--- src/rtl/fft_pkg.sv ---
// rtl/fft_pkg.sv - shared widths, FSM encoding and W16 twiddle ROM for the FFT datapath
package fft_pkg;

  localparam int N        = 8;
  localparam int FRAC     = N - 2;
  localparam int TW_IDX_W = 4;
  localparam int ACC_W    = 2 * N + 1;

  typedef enum logic [2:0] {
    S_IDLE = 3'd0,
    S_M0   = 3'd1,
    S_M1   = 3'd2,
    S_M2   = 3'd3,
    S_M3   = 3'd4,
    S_DONE = 3'd5
  } state_t;

  // Real part of W16^k in Q1.(N-2): round(64*cos(2*pi*k/16))
  function automatic logic signed [N-1:0] tw_re(input logic [TW_IDX_W-1:0] k);
    case (k)
      4'd0:    tw_re = N'(64);
      4'd1:    tw_re = N'(59);
      4'd2:    tw_re = N'(45);
      4'd3:    tw_re = N'(24);
      4'd4:    tw_re = N'(0);
      4'd5:    tw_re = N'(-24);
      4'd6:    tw_re = N'(-45);
      4'd7:    tw_re = N'(-59);
      4'd8:    tw_re = N'(-64);
      4'd9:    tw_re = N'(-59);
      4'd10:   tw_re = N'(-45);
      4'd11:   tw_re = N'(-24);
      4'd12:   tw_re = N'(0);
      4'd13:   tw_re = N'(24);
      4'd14:   tw_re = N'(45);
      default: tw_re = N'(59);
    endcase
  endfunction

  // Imag part of W16^k in Q1.(N-2): round(-64*sin(2*pi*k/16))
  function automatic logic signed [N-1:0] tw_im(input logic [TW_IDX_W-1:0] k);
    case (k)
      4'd0:    tw_im = N'(0);
      4'd1:    tw_im = N'(-24);
      4'd2:    tw_im = N'(-45);
      4'd3:    tw_im = N'(-59);
      4'd4:    tw_im = N'(-64);
      4'd5:    tw_im = N'(-59);
      4'd6:    tw_im = N'(-45);
      4'd7:    tw_im = N'(-24);
      4'd8:    tw_im = N'(0);
      4'd9:    tw_im = N'(24);
      4'd10:   tw_im = N'(45);
      4'd11:   tw_im = N'(59);
      4'd12:   tw_im = N'(64);
      4'd13:   tw_im = N'(59);
      4'd14:   tw_im = N'(45);
      default: tw_im = N'(24);
    endcase
  endfunction

endpackage

--- src/rtl/twiddle_cmul_mult.sv ---
// rtl/twiddle_cmul_mult.sv - combinational signed-by-unsigned multiplier shared by all four products
module twiddle_cmul_mult #(
  parameter int N = 8
) (
  input  logic signed [N-1:0]   x_i,
  input  logic        [N-1:0]   y_i,
  output logic signed [2*N-1:0] p_o
);

  logic signed [2*N-1:0] x_ext;
  logic signed [2*N-1:0] y_ext;

  // x is sign-extended, y is a magnitude so it is zero-extended; the product always fits 2N bits
  always_comb begin
    x_ext = {{N{x_i[N-1]}}, x_i};
    y_ext = {{N{1'b0}}, y_i};
    p_o   = x_ext * y_ext;
  end

endmodule

--- src/rtl/twiddle_cmul.sv ---
// rtl/twiddle_cmul.sv - sample * W16^idx using one time-shared multiplier over four cycles
module twiddle_cmul
  import fft_pkg::*;
(
  input  logic                clk,
  input  logic                rst,
  input  logic                in_valid,
  output logic                in_ready,
  input  logic [N-1:0]        in_re,
  input  logic [N-1:0]        in_im,
  input  logic [TW_IDX_W-1:0] in_tw_idx,
  output logic                out_valid,
  input  logic                out_ready,
  output logic [N:0]          out_re,
  output logic [N:0]          out_im
);

  localparam logic signed [ACC_W-1:0] SAT_HI = ACC_W'((2 ** N) - 1);
  localparam logic signed [ACC_W-1:0] SAT_LO = ACC_W'(-(2 ** N));

  state_t                     state_q;
  logic signed [N-1:0]        ar_q, ai_q;
  logic [TW_IDX_W-1:0]        idx_q;
  logic signed [ACC_W-1:0]    acc_re_q, acc_im_q;
  logic signed [ACC_W-1:0]    acc_re_d, acc_im_d;
  logic [N:0]                 out_re_q, out_im_q;
  logic                       out_valid_q;

  logic signed [N-1:0]        data_op, tw_op;
  logic                       data_neg;
  logic [N-1:0]               data_mag;
  logic signed [2*N-1:0]      prod_mag, prod_s;
  logic signed [ACC_W-1:0]    prod_ext;

  // Floor-shifted accumulator clamped to the N+1 bit output range
  function automatic logic [N:0] sat_shift(input logic signed [ACC_W-1:0] v);
    logic signed [ACC_W-1:0] s;
    s = v >>> FRAC;
    if (s > SAT_HI)      sat_shift = SAT_HI[N:0];
    else if (s < SAT_LO) sat_shift = SAT_LO[N:0];
    else                 sat_shift = s[N:0];
  endfunction

  twiddle_cmul_mult #(.N(N)) u_mult (
    .x_i (tw_op),
    .y_i (data_mag),
    .p_o (prod_mag)
  );

  // Pick this cycle's data/twiddle pair and restore the data sign on the magnitude product
  always_comb begin
    data_op = ar_q;
    tw_op   = tw_re(idx_q);
    case (state_q)
      S_M1:    begin data_op = ai_q; tw_op = tw_im(idx_q); end
      S_M2:    begin data_op = ar_q; tw_op = tw_im(idx_q); end
      S_M3:    begin data_op = ai_q; tw_op = tw_re(idx_q); end
      default: ;
    endcase
    data_neg = data_op[N-1];
    data_mag = data_neg ? N'(-data_op) : N'(data_op);
    prod_s   = data_neg ? -prod_mag : prod_mag;
    prod_ext = {prod_s[2*N-1], prod_s};
  end

  // Accumulator next values: re gets +ar*wr -ai*wi, im gets +ar*wi +ai*wr
  always_comb begin
    acc_re_d = acc_re_q;
    acc_im_d = acc_im_q;
    case (state_q)
      S_M0:    acc_re_d = acc_re_q + prod_ext;
      S_M1:    acc_re_d = acc_re_q - prod_ext;
      S_M2:    acc_im_d = acc_im_q + prod_ext;
      S_M3:    acc_im_d = acc_im_q + prod_ext;
      default: ;
    endcase
  end

  // Control FSM with operand capture, accumulation and registered result
  always_ff @(posedge clk or posedge rst) begin
    if (rst) begin
      state_q     <= S_IDLE;
      ar_q        <= '0;
      ai_q        <= '0;
      idx_q       <= '0;
      acc_re_q    <= '0;
      acc_im_q    <= '0;
      out_re_q    <= '0;
      out_im_q    <= '0;
      out_valid_q <= 1'b0;
    end else begin
      case (state_q)
        S_IDLE: begin
          if (in_valid) begin
            ar_q     <= in_re;
            ai_q     <= in_im;
            idx_q    <= in_tw_idx;
            acc_re_q <= '0;
            acc_im_q <= '0;
            state_q  <= S_M0;
          end
        end
        S_M0: begin
          acc_re_q <= acc_re_d;
          state_q  <= S_M1;
        end
        S_M1: begin
          acc_re_q <= acc_re_d;
          state_q  <= S_M2;
        end
        S_M2: begin
          acc_im_q <= acc_im_d;
          state_q  <= S_M3;
        end
        S_M3: begin
          acc_im_q    <= acc_im_d;
          out_re_q    <= sat_shift(acc_re_d);
          out_im_q    <= sat_shift(acc_im_d);
          out_valid_q <= 1'b1;
          state_q     <= S_DONE;
        end
        S_DONE: begin
          if (out_ready) begin
            out_valid_q <= 1'b0;
            state_q     <= S_IDLE;
          end
        end
        default: state_q <= S_IDLE;
      endcase
    end
  end

  assign in_ready  = (state_q == S_IDLE);
  assign out_valid = out_valid_q;
  assign out_re    = out_re_q;
  assign out_im    = out_im_q;

endmodule

--- config.mk ---
export PLATFORM = sky130hd
export DESIGN_NAME = twiddle_cmul
export DESIGN_NICKNAME = d
export VERILOG_FILES = /design/src/rtl/fft_pkg.sv /design/src/rtl/twiddle_cmul_mult.sv /design/src/rtl/twiddle_cmul.sv
export SDC_FILE = /design/constraint.sdc
export NUM_CORES = 1
export LEC_CHECK = 0
export BUFFER_PORTS_ARGS = -buffer_cell sky130_fd_sc_hd__buf_2
export CORE_UTILIZATION = 60
export CTS_BUF_LIST = sky130_fd_sc_hd__clkbuf_8
export DETAILED_ROUTE_END_ITERATION = 6
export PLACE_DENSITY = 0.78
export SYNTH_ARGS = -nofsm -noshare
export SYNTH_HDL_FRONTEND = slang
export SYNTH_SLANG_ARGS = --single-unit
--- constraint.sdc ---
create_clock -name clk -period 25.9 [get_ports clk]
set_input_delay 2.59 -clock clk [delete_from_list [all_inputs] [get_ports clk]]
set_output_delay 2.59 -clock clk [all_outputs]
set_load 0.1 [all_outputs]
==> flow_summary_export.csv <==
group,metric,value,unit
place,placed_area,8480,um2
clock_tree,clock-sinks,76,
flow_run,drv_cap,0,
logic_synthesis,syn-num-nets,1150,
timing,period_needed,10.15,ns
die,die_y,118,um
timing,worst_pin_slew,1.07,ns
place,hpwl,14800,um
logic_synthesis,synthMuxAreaShare,2.47,%
die,die_area,14000,um2
clock_tree,clock-root-buffer,"clkbuf_8",
critical_path,reg2reg_from,"state_q[2]",
route,routed_wl,19000,um
die,io_pins,44,
global_route,grt.total_usage,28.9,%
die,rows,42,
global_route,grt_antenna_before_repair,0,
place,io_buffers,43,
logic_synthesis,synth_adder_area_share,22.1,%
route,post_drt_wl_per_cell,15.6,um
timing,max_slew_margin,28.1,%
global_route,grt_overflow,0,
clock_tree,htreeDepth,3,
critical_path,cp-endpoint,"out_im[1]",
critical_path,start_kind,"flop",
logic_synthesis,synth_top_family_by_area,"adder cells",
timing,fmax,98.5,MHz
route,remaining_drc_errors,0,
timing,drv_slew,0,
cells_and_area,fin_area,8660,um2
logic_synthesis,yosys.area.top_type,"dfrtp_1",
critical_path,startpoint,"state_q[2]",
clock_tree,clock_latency,0.39,ns
critical_path,worstSetupPathType,"flop to flop",
critical_path,cp_slowest_cell,"xor2_1",
route,vias_per_cell,5.78,
logic_synthesis,synthXorXnorAreaFrac,7.11,%
min_path,hp-start,"out_re[8]",
route,antenna_left,0,
critical_path,reg2reg_depth,34,
logic_synthesis,ys.flop_type,"dfrtp_1",
place,gp_congestion,0.901,
critical_path,rr_endpoint,"out_im[1]",
die,fp.coreArea,13200,um2
route,drt_first_pass_iters,5,
timing,grt_setup_unrepaired,"false",
logic_synthesis,ys_seq_area_share,23.4,%
cells_and_area,n_fill_cell,1156,
route,vias,7043,
critical_path,slowest_delay,0.60,ns
timing,final-setup-viol-count,0,
clock_tree,hold_buffers,0,
cells_and_area,nets,1181,
cells_and_area,drive_gt1_share,9.30,%
logic_synthesis,yosys_warnings,0,
status,status,"completed",
cells_and_area,syn_to_final_growth,6.69,%
route,drt_iter0_drc,496,
logic_synthesis,syn_area_per_cell,8.06,um2
logic_synthesis,synth_simple_gate_area_share,21.7,%
min_path,min_path_type,"flop to flop",
logic_synthesis,synth-async-reset-ratio,100,%
logic_synthesis,synth_compound_area_share,17.9,%
logic_synthesis,ys_ff_latch,76,
critical_path,critPathCaptureType,"flop",
critical_path,cp_max_fo,17,
critical_path,r2r_setup_slack,15.75,ns
global_route,grt_first_pass_wirelength,32500,um
cells_and_area,antenna_cells,0,
timing,setup_tns,0,ns
logic_synthesis,syn_area,8120,um2
logic_synthesis,synth_area_leaders,"dfrtp_1 (23%), ha_1 (12%), fa_1 (9.6%)",
cells_and_area,layout_common_cells,"nand2_1 (147), nor2_1 (133), inv_1 (85), ha_1 (80), dfrtp_1 (76)",
cells_and_area,mostFrequentLayoutCell,"nand2_1",
logic_synthesis,synthCells,1007,
critical_path,crit_top_cell,"inv_1",
global_route,first_global_vias,6832,
die,die_w,118,um
logic_synthesis,synth_edf_count,0,
timing,hold_viol,0,
critical_path,cp.arrival,10.40,ns
global_route,grt_max_degree,77,
cells_and_area,fin_util,65.4,%
timing,period_share,39.2,%
clock_tree,clockBufferDepth,2,
clock_tree,ctsResizeCount,0,
die,start_util,61.3,%
logic_synthesis,yosysTopAreaCellShare,23.4,%
critical_path,cp.required,26.15,ns
clock_tree,cts_buffers,9,
timing,skew,0.0117,ns
clock_tree,clkTransAtPathRegs,0.09,ns
clock_tree,tritoncts,"yes",
clock_tree,postCtsSetupBuffers,0,
logic_synthesis,synth.distinct_cells,76,
-- sequential cells by signal, indices dropped and copies added, names as in the netlist --
signal,count
acc_im_q,17
acc_re_q,17
out_im,9
out_re,9
ai_q,8
ar_q,8
idx_q,4
state_q,3
out_valid,1
-- Yosys cell counts (all sizes together), types with 4 or more instances --
cell type	number
and2	11
a21oi	49
a31oi	7
fa	39
nor2b	9
inv	87
a22o	5
o31ai	11
nand3	12
xor2	29
o21bai	7
o21a	8
or3	4
nand2	147
and3	4
nand2b	20
o21ai	74
a211oi	5
or2	14
o211ai	5
a21boi	8
nor2	133
a21o	8
nand3b	4
mux2i	14
xnor2	36
clkbuf	22
nand4	5
ha	80
nor3	21
buf	5
dfrtp	76
a32o	4
-- routing by layer --
| layer | track usage [%] | wire, um | part of all wire, % |
|---|---|---|---|
| met1 | 39.7 | 8850 | 47 |
| met2 | 47.2 | 8840 | 47 |
| met3 | 5.79 | 1080 | 5.7 |
| met4 | 6.09 | 206 | 1.1 |
| met5 | 0 | 0 | 0 |
-- cells by family (layout without fill, tap and decap cells) --
| logic type | after synthesis | after routing |
|---|---|---|
| AO/OA/AOI/OAI | 219 | 219 |
| XOR/XNOR | 65 | 65 |
| adder cells (fa/ha/maj) | 120 | 120 |
| buffers and inverters | 115 | 151 |
| flip-flops | 76 | 76 |
| multiplexers | 18 | 18 |
| AND/OR/NAND/NOR | 394 | 394 |
-- per-stage QoR --
stage               setup WS (ns)  hold WS [ns]  std cells
finish                      15.75         0.478       1219
global route                15.06         0.510       1219
CTS                         15.84         0.482       1219
detailed placement          15.89         0.459       1203
global placement            16.25         0.455       1203
floorplan                   17.13         0.445       1007
-- worst min path at each step --
stage                      endpoint  depth (start not counted)  slack, ns
after floorplan             ar_q[1]                          2       0.44
after global placement    out_re[8]                          2       0.45
after detailed placement  out_re[8]                          2       0.46
after CTS                 out_re[8]                          2       0.48
after global routing      out_re[3]                          2       0.51
final                     out_re[8]                          2       0.48
-- cell type report --
cell class | instances | area (um2) | share of cell area, %
Multi-Input combinational cell | 816 | 5780 | 66.8
Sequential cell | 76 | 1900 | 22.0
Inverter | 88 | 330 | 3.81
Timing Repair Buffer | 47 | 245 | 2.83
Tap cell | 176 | 220 | 2.54
Clock buffer | 9 | 124 | 1.43
Clock inverter | 7 | 57.6 | 0.665
-- worst max-delay path, delay by kind of cell, from the launching register on --
kind	cells	cell delay, ns
mux	1	0.39
flops	1	0.44
xor+xnor	3	1.10
fa+ha+maj	7	3.04
simple gates	5	0.82
buf+inv	6	0.64
compound gates	12	3.56
Power is left out: the tool's default activity adds up to more than one toggle a clock period on the data nets, which glitch-free logic cannot reach.
